<file path="config.mk">
export PLATFORM = sky130hd
export DESIGN_NAME = mux_skid_n
export DESIGN_NICKNAME = d
export VERILOG_FILES = /design/src/rtl/mux_skid_n.sv
export SDC_FILE = /design/constraint.sdc
export NUM_CORES = 1
export LEC_CHECK = 0
export BUFFER_PORTS_ARGS = -buffer_cell sky130_fd_sc_hd__buf_2
export CORE_MARGIN = 4
export CORE_UTILIZATION = 53
export CTS_CLUSTER_DIAMETER = 120
export DETAILED_ROUTE_END_ITERATION = 6
export GPL_ROUTABILITY_DRIVEN = 0
export GPL_TIMING_DRIVEN = 1
export PLACE_DENSITY = 0.95
export SETUP_SLACK_MARGIN = 0.2
export SYNTH_ARGS = -nofsm -noshare
export SYNTH_HDL_FRONTEND = slang
export SYNTH_SLANG_ARGS = --single-unit
</file>
<file path="constraint.sdc">
create_clock -name clk -period 4.25 [get_ports clk]
set_input_delay 0 -clock clk [delete_from_list [all_inputs] [get_ports clk]]
set_output_delay 0 -clock clk [all_outputs]
set_load 0.02 [all_outputs]
</file>
<file path="src/rtl/mux_skid_n.sv">
// mux_skid_n: selects one of NCH data channels or one of two constants,
// tags illegal selectors, and buffers the result in a two-entry skid
// buffer (head + skid) with valid/ready handshakes on both sides.
// in_ready is decoded from registered state only, so there is no
// combinational path from out_ready back to in_ready.
module mux_skid_n #(
    parameter int          WIDTH  = 32,
    parameter int          NCH    = 3,
    parameter int          SEL_W  = 3,
    parameter int unsigned CONST0 = 29,
    parameter int unsigned CONST1 = 31
) (
    input  logic                 clk,
    input  logic                 reset_n,
    input  logic                 in_valid,
    output logic                 in_ready,
    input  logic [SEL_W-1:0]     sel,
    input  logic [NCH*WIDTH-1:0] data_in,
    output logic                 out_valid,
    input  logic                 out_ready,
    output logic [WIDTH-1:0]     out_data,
    output logic                 out_err,
    output logic [7:0]           err_count
);

    // Constants are zero-extended or truncated to the data path width.
    localparam logic [WIDTH-1:0] CONST0_VAL = WIDTH'(CONST0);
    localparam logic [WIDTH-1:0] CONST1_VAL = WIDTH'(CONST1);

    typedef enum logic [1:0] {
        EMPTY = 2'd0,
        ONE   = 2'd1,
        FULL  = 2'd2
    } state_t;

    state_t state_reg;
    state_t state_next;

    logic [WIDTH-1:0] head_data_reg;
    logic             head_err_reg;
    logic [WIDTH-1:0] skid_data_reg;
    logic             skid_err_reg;
    logic [7:0]       err_count_reg;

    logic             accept;
    logic             pop;
    logic             head_load_in;
    logic             head_load_skid;
    logic             skid_load_in;

    logic [WIDTH-1:0] chan [NCH];
    logic [NCH-1:0]   chan_hit;
    logic             const0_hit;
    logic             const1_hit;
    logic [WIDTH-1:0] sel_data;
    logic             sel_err;

    // Unpack the flattened channel bus and decode one-hot channel hits.
    genvar gi;
    generate
        for (gi = 0; gi < NCH; gi++) begin : g_chan
            assign chan[gi]     = data_in[gi*WIDTH +: WIDTH];
            assign chan_hit[gi] = (int'(sel) == gi);
        end
    endgenerate

    assign const0_hit = (int'(sel) == NCH);
    assign const1_hit = (int'(sel) == NCH + 1);

    // Selector decode: channel, constant, or channel 0 flagged as an error.
    always_comb begin
        sel_data = chan[0];
        sel_err  = 1'b0;
        if (const0_hit) begin
            sel_data = CONST0_VAL;
        end else if (const1_hit) begin
            sel_data = CONST1_VAL;
        end else if (|chan_hit) begin
            for (int k = 0; k < NCH; k++) begin
                if (chan_hit[k]) begin
                    sel_data = chan[k];
                end
            end
        end else begin
            sel_err = 1'b1;
        end
    end

    // Handshake decode from registered state.
    assign in_ready  = (state_reg != FULL);
    assign out_valid = (state_reg != EMPTY);
    assign accept    = in_valid && in_ready;
    assign pop       = out_valid && out_ready;

    // State register.
    always_ff @(posedge clk or negedge reset_n) begin
        if (!reset_n) begin
            state_reg <= EMPTY;
        end else begin
            state_reg <= state_next;
        end
    end

    // Next-state and storage-control decode.
    always_comb begin
        state_next     = state_reg;
        head_load_in   = 1'b0;
        head_load_skid = 1'b0;
        skid_load_in   = 1'b0;
        case (state_reg)
            EMPTY: begin
                if (accept) begin
                    state_next   = ONE;
                    head_load_in = 1'b1;
                end
            end
            ONE: begin
                if (accept && !pop) begin
                    state_next   = FULL;
                    skid_load_in = 1'b1;
                end else if (accept && pop) begin
                    // Head leaves and is replaced in the same cycle.
                    head_load_in = 1'b1;
                end else if (pop) begin
                    state_next = EMPTY;
                end
            end
            FULL: begin
                if (pop) begin
                    state_next     = ONE;
                    head_load_skid = 1'b1;
                end
            end
            default: begin
                state_next = EMPTY;
            end
        endcase
    end

    // Head and skid storage; selection is captured only at the accepting edge.
    always_ff @(posedge clk or negedge reset_n) begin
        if (!reset_n) begin
            head_data_reg <= '0;
            head_err_reg  <= 1'b0;
            skid_data_reg <= '0;
            skid_err_reg  <= 1'b0;
        end else begin
            if (head_load_in) begin
                head_data_reg <= sel_data;
                head_err_reg  <= sel_err;
            end else if (head_load_skid) begin
                head_data_reg <= skid_data_reg;
                head_err_reg  <= skid_err_reg;
            end
            if (skid_load_in) begin
                skid_data_reg <= sel_data;
                skid_err_reg  <= sel_err;
            end
        end
    end

    // Saturating count of accepted illegal selectors.
    always_ff @(posedge clk or negedge reset_n) begin
        if (!reset_n) begin
            err_count_reg <= 8'd0;
        end else if (accept && sel_err && (err_count_reg != 8'hFF)) begin
            err_count_reg <= err_count_reg + 8'd1;
        end
    end

    assign out_data  = head_data_reg;
    assign out_err   = head_err_reg;
    assign err_count = err_count_reg;

endmodule
</file>
==> metrics.txt <==
# TYPE chip_impl_metric gauge
chip_impl_metric{name="io_buffer_count",unit=""} 145
chip_impl_metric{name="wire_length_of_the_first_global_routing_pass",unit="um"} 17300
chip_impl_metric{name="cp_buf_inv_count",unit=""} 1
chip_impl_metric{name="num_antenna_cells",unit=""} 0
chip_impl_metric{name="global_route.usage.met1",unit="%"} 28.1
chip_impl_metric{name="pwr-share-seq",unit="%"} 44.4
chip_impl_info{name="run_status",value="complete, no violations"} 1
chip_impl_metric{name="dr_total_vias",unit=""} 3616
chip_impl_metric{name="power.switching_fraction",unit="%"} 35.3
chip_impl_metric{name="worst_case_vdd_ir_drop",unit="mV"} 0.328
chip_impl_metric{name="drive_gt1_share",unit="%"} 39.3
chip_impl_metric{name="syn_area",unit="um2"} 3890
chip_impl_metric{name="antenna_left",unit=""} 0
chip_impl_metric{name="grtUsageTotal",unit="%"} 24.9
chip_impl_metric{name="timing.clock.skew",unit="ps"} 13.4
chip_impl_info{name="timing.critical_path.cells",value="nor2b_1 > nand3b_1 > buf_4 > nand2_1 > o21ai_0"} 1
chip_impl_metric{name="multi_input_gate_area_in_the_final_layout",unit="um2"} 1850
chip_impl_info{name="synth_top_flop_cell",value="sky130_fd_sc_hd__dfrtp_1"} 1
chip_impl_metric{name="total_gr_overflow",unit=""} 0
chip_impl_info{name="criticalPathCategory",value="reg -> reg"} 1
chip_impl_metric{name="drt_wl_total",unit="um"} 10900
chip_impl_metric{name="timing_max_transition_violations_final",unit=""} 0
chip_impl_metric{name="hold_violations",unit=""} 0
chip_impl_metric{name="cts_post_setup_buffers_inserted",unit=""} 0
chip_impl_info{name="grt_busiest_layer",value="met2"} 1
chip_impl_metric{name="seq_area",unit="um2"} 1900
chip_impl_metric{name="max-slew-margin-rel",unit="%"} 15.0
chip_impl_metric{name="clock_path_buffers",unit=""} 2
chip_impl_metric{name="clock_sink_count",unit=""} 76
chip_impl_metric{name="number_of_setup_violations_in_the_final_report",unit=""} 0
chip_impl_metric{name="timing.critical_path.required",unit="ps"} 4460
chip_impl_metric{name="drv.max_cap_violation_count",unit=""} 0
chip_impl_info{name="cp-end-kind",value="flop"} 1
chip_impl_metric{name="path_max_fanout",unit=""} 45
chip_impl_metric{name="intPower",unit="W"} 0.00157
chip_impl_metric{name="insertion_delay",unit="ps"} 350
chip_impl_metric{name="arrival",unit="ps"} 2330
chip_impl_metric{name="gate_count_after_technology_mapping",unit=""} 388
chip_impl_metric{name="design_area",unit="um2"} 5080
chip_impl_metric{name="dp_hpwl",unit="um"} 7070
chip_impl_metric{name="cp_slowest_stage_delay",unit="ps"} 550
chip_impl_metric{name="fill_cell_count",unit=""} 467
chip_impl_metric{name="iteration_count_of_the_initial_detailed_routing_pass",unit=""} 4
chip_impl_metric{name="core_area",unit="um2"} 6980
chip_impl_metric{name="synth_cell_type_count",unit=""} 35
chip_impl_metric{name="synthToLayoutAreaGrowth",unit="%"} 30.4
chip_impl_metric{name="post_place_cell_area",unit="um2"} 4630
chip_impl_metric{name="drc",unit=""} 0
chip_impl_metric{name="power.share.clock",unit="%"} 23.6
chip_impl_metric{name="die_width",unit="um"} 93.7
chip_impl_metric{name="dieHeight",unit="um"} 93.7
chip_impl_info{name="rsz0062_at_grt",value="no"} 1
chip_impl_metric{name="comb_power_share",unit="%"} 32.0
chip_impl_metric{name="gr-usage-met3",unit="%"} 7.05
chip_impl_metric{name="vias_per_cell",unit=""} 5.62
chip_impl_metric{name="cts_inserted_buffers",unit=""} 9
chip_impl_metric{name="synth.yosys.seq_area_share",unit="%"} 48.8
chip_impl_info{name="class_of_the_worst_hold_path",value="in -> reg"} 1
chip_impl_info{name="cts_tree",value="yes"} 1
chip_impl_info{name="critical_path.startpoint_type",value="flop"} 1
chip_impl_metric{name="post-route-min-period",unit="ps"} 2120
chip_impl_metric{name="initial_core_util",unit="%"} 55.8
chip_impl_metric{name="ys_seq_elements",unit=""} 76
chip_impl_metric{name="grt_max_degree",unit=""} 77
chip_impl_metric{name="grt.met2_usage",unit="%"} 44.8
chip_impl_metric{name="dieArea",unit="um2"} 8780
chip_impl_metric{name="p_switching",unit="W"} 0.000857
chip_impl_info{name="critical-path-top-delay-family",value="simple AND/OR/NAND/NOR gates"} 1
chip_impl_metric{name="synth_nets",unit=""} 492
chip_impl_metric{name="synthesized_area_per_cell",unit="um2"} 10.0
chip_impl_metric{name="clkTransAtPathRegs",unit="ps"} 80
chip_impl_metric{name="drt_iter0_drc",unit=""} 149
chip_impl_metric{name="avgRoutedWirePerCell",unit="um"} 17.0
chip_impl_metric{name="antenna_found_initial",unit=""} 0
chip_impl_metric{name="htree_num_levels",unit=""} 3
chip_impl_metric{name="ios",unit=""} 146
chip_impl_metric{name="worst_slew_pin_slew",unit="ps"} 1270
chip_impl_metric{name="edff_count_synth",unit=""} 0
chip_impl_metric{name="power_density",unit="nW/um2"} 478
chip_impl_metric{name="min_period_over_period",unit="%"} 49.8
chip_impl_metric{name="setup-tns-final",unit="ps"} 0
chip_impl_metric{name="p_leak",unit="nW"} 2.48
chip_impl_info{name="cts_root_buf",value="sky130_fd_sc_hd__clkbuf_8"} 1
chip_impl_metric{name="row_count",unit=""} 30
chip_impl_metric{name="finalNetCount",unit=""} 646
chip_impl_info{name="worst_path_max_delay_cell",value="sky130_fd_sc_hd__nand3b_1"} 1
chip_impl_metric{name="grt_pass1_vias",unit=""} 3674
chip_impl_metric{name="synth-warning-count",unit=""} 0
chip_impl_metric{name="synth_async_sr_flop_share",unit="%"} 100
chip_impl_metric{name="timing.fmax",unit="GHz"} 0.472
synthesized netlist by cell type (2+ instances only):
library cell	count	share of area, %
sky130_fd_sc_hd__o21ai_0	53	6.8
sky130_fd_sc_hd__o22ai_1	5	0.80
sky130_fd_sc_hd__nor3_1	3	0.39
sky130_fd_sc_hd__buf_2	12	1.5
sky130_fd_sc_hd__nand3b_1	2	0.39
sky130_fd_sc_hd__nand4_1	2	0.32
sky130_fd_sc_hd__buf_1	2	0.19
sky130_fd_sc_hd__nand3_1	3	0.39
sky130_fd_sc_hd__mux2_2	35	10
sky130_fd_sc_hd__nand2b_1	5	0.80
sky130_fd_sc_hd__o21ai_1	12	1.5
sky130_fd_sc_hd__dfrtp_1	76	49
sky130_fd_sc_hd__xor2_1	3	0.67
sky130_fd_sc_hd__a22oi_2	10	3.2
sky130_fd_sc_hd__buf_6	3	0.87
sky130_fd_sc_hd__nor2_1	7	0.67
sky130_fd_sc_hd__a22oi_1	17	3.3
sky130_fd_sc_hd__a22o_1	28	6.3
sky130_fd_sc_hd__nor2b_1	3	0.48
sky130_fd_sc_hd__xnor2_1	2	0.45
sky130_fd_sc_hd__a21oi_1	5	0.64
sky130_fd_sc_hd__o22a_1	4	0.90
sky130_fd_sc_hd__clkbuf_1	12	1.2
sky130_fd_sc_hd__nand2_1	73	7.0
kinds of logic (layout without fill, tap and decap cells):
kind of cell	after synthesis	after routing	share of synthesized area, %
adder cells (fa/ha/maj)	2	2	0.578
buffers and inverters	31	190	3.95
multiplexers	36	36	10.4
AND/OR/NAND/NOR	102	102	11.2
AO/OA/AOI/OAI	136	136	23.9
XOR/XNOR	5	5	1.12
flip-flops	76	76	48.8
power groups by stage:
stage / Sequential (W) / Clock, W / Combinational, W
after floorplan: 0.00119 / 0 / 0.000371
after global placement: 0.00107 / 0 / 0.000726
after detailed placement: 0.00108 / 0 / 0.000754
after CTS: 0.00107 / 0.000580 / 0.000776
after global routing: 0.00110 / 0.000617 / 0.000855
final: 0.00108 / 0.000573 / 0.000777
metrics by stage:
step           hold slack (ps)  power [W]  std cells  util [%]  setup WS (ps)
5_1_grt                   7.74    0.00258        643      72.7           1980
3_5_place_dp               198    0.00184        603      66.3           2210
4_1_cts                  0.297    0.00243        643      72.7           2190
3_3_place_gp               186    0.00180        603      66.3           2310
2_1_floorplan             -296    0.00156        388         -           2610
6_report                  1.41    0.00243        643      72.7           2130
worst paths after layout:
path,start,to,slack (ps),cells after the start
hold / removal,data_in[23],out_data[23]$_DFFE_PN0P_,1,3
hold reg to reg,skid_data_reg[7]$_DFFE_PN0P_,skid_data_reg[7]$_DFFE_PN0P_,480,2
max in group asynchronous,reset_n,out_data[28]$_DFFE_PN0P_,3290,2
setup reg to reg,state_reg[1]$_DFFE_PN0P_,skid_data_reg[1]$_DFFE_PN0P_,2130,5
setup / recovery,state_reg[1]$_DFFE_PN0P_,skid_data_reg[1]$_DFFE_PN0P_,2130,5
min in group asynchronous,reset_n,skid_data_reg[10]$_DFFE_PN0P_,330,2
final cells by class:
cell class | count | share of cell area (%)
timing repair buffer | 172 | 19.5
clock inverter | 5 | 1.16
inverter | 2 | 0.148
clock buffer | 11 | 2.98
multi-input combinational | 281 | 36.4
sequential | 76 | 37.5
tap | 96 | 2.37
timing repair:
item	4_1_cts	5_1_grt
hold buffers	24	0
endpoints found under the hold margin	110	0
gates resized for setup	0	0
per-layer routing:
layer,vias to the layer above,routed length (um)
li1,1716,-
met1,1727,4200
met2,154,5660
met3,19,900
met4,0,161
met5,-,0
cells in the final DEF, fill, tap and decap left out, drive strengths merged, types with 2 or more instances in the layout:
| master | instances |
|---|---|
| buf | 148 |
| dfrtp | 76 |
| nand2 | 73 |
| o21ai | 65 |
| mux2 | 35 |
| a22o | 28 |
| a22oi | 27 |
| dlygate4sd3 | 24 |
| clkbuf | 11 |
| nor2 | 7 |
| nand2b | 5 |
| o22ai | 5 |
| a21oi | 5 |
| o22a | 4 |
| nor3 | 3 |
| nand3 | 3 |
| xor2 | 3 |
| nor2b | 3 |
| inv | 3 |
| nand3b | 2 |
| nand4 | 2 |
| xnor2 | 2 |
| clkinvlp | 2 |
| or2 | 2 |
worst reg2reg max path: stages (launching register included):
cell	delay (ps)
sky130_fd_sc_hd__dfrtp_1	450
sky130_fd_sc_hd__nor2b_1	280
sky130_fd_sc_hd__nand3b_1	550
sky130_fd_sc_hd__buf_4	480
sky130_fd_sc_hd__nand2_1	140
sky130_fd_sc_hd__o21ai_0	90
Power figures use the tool's default switching activity.
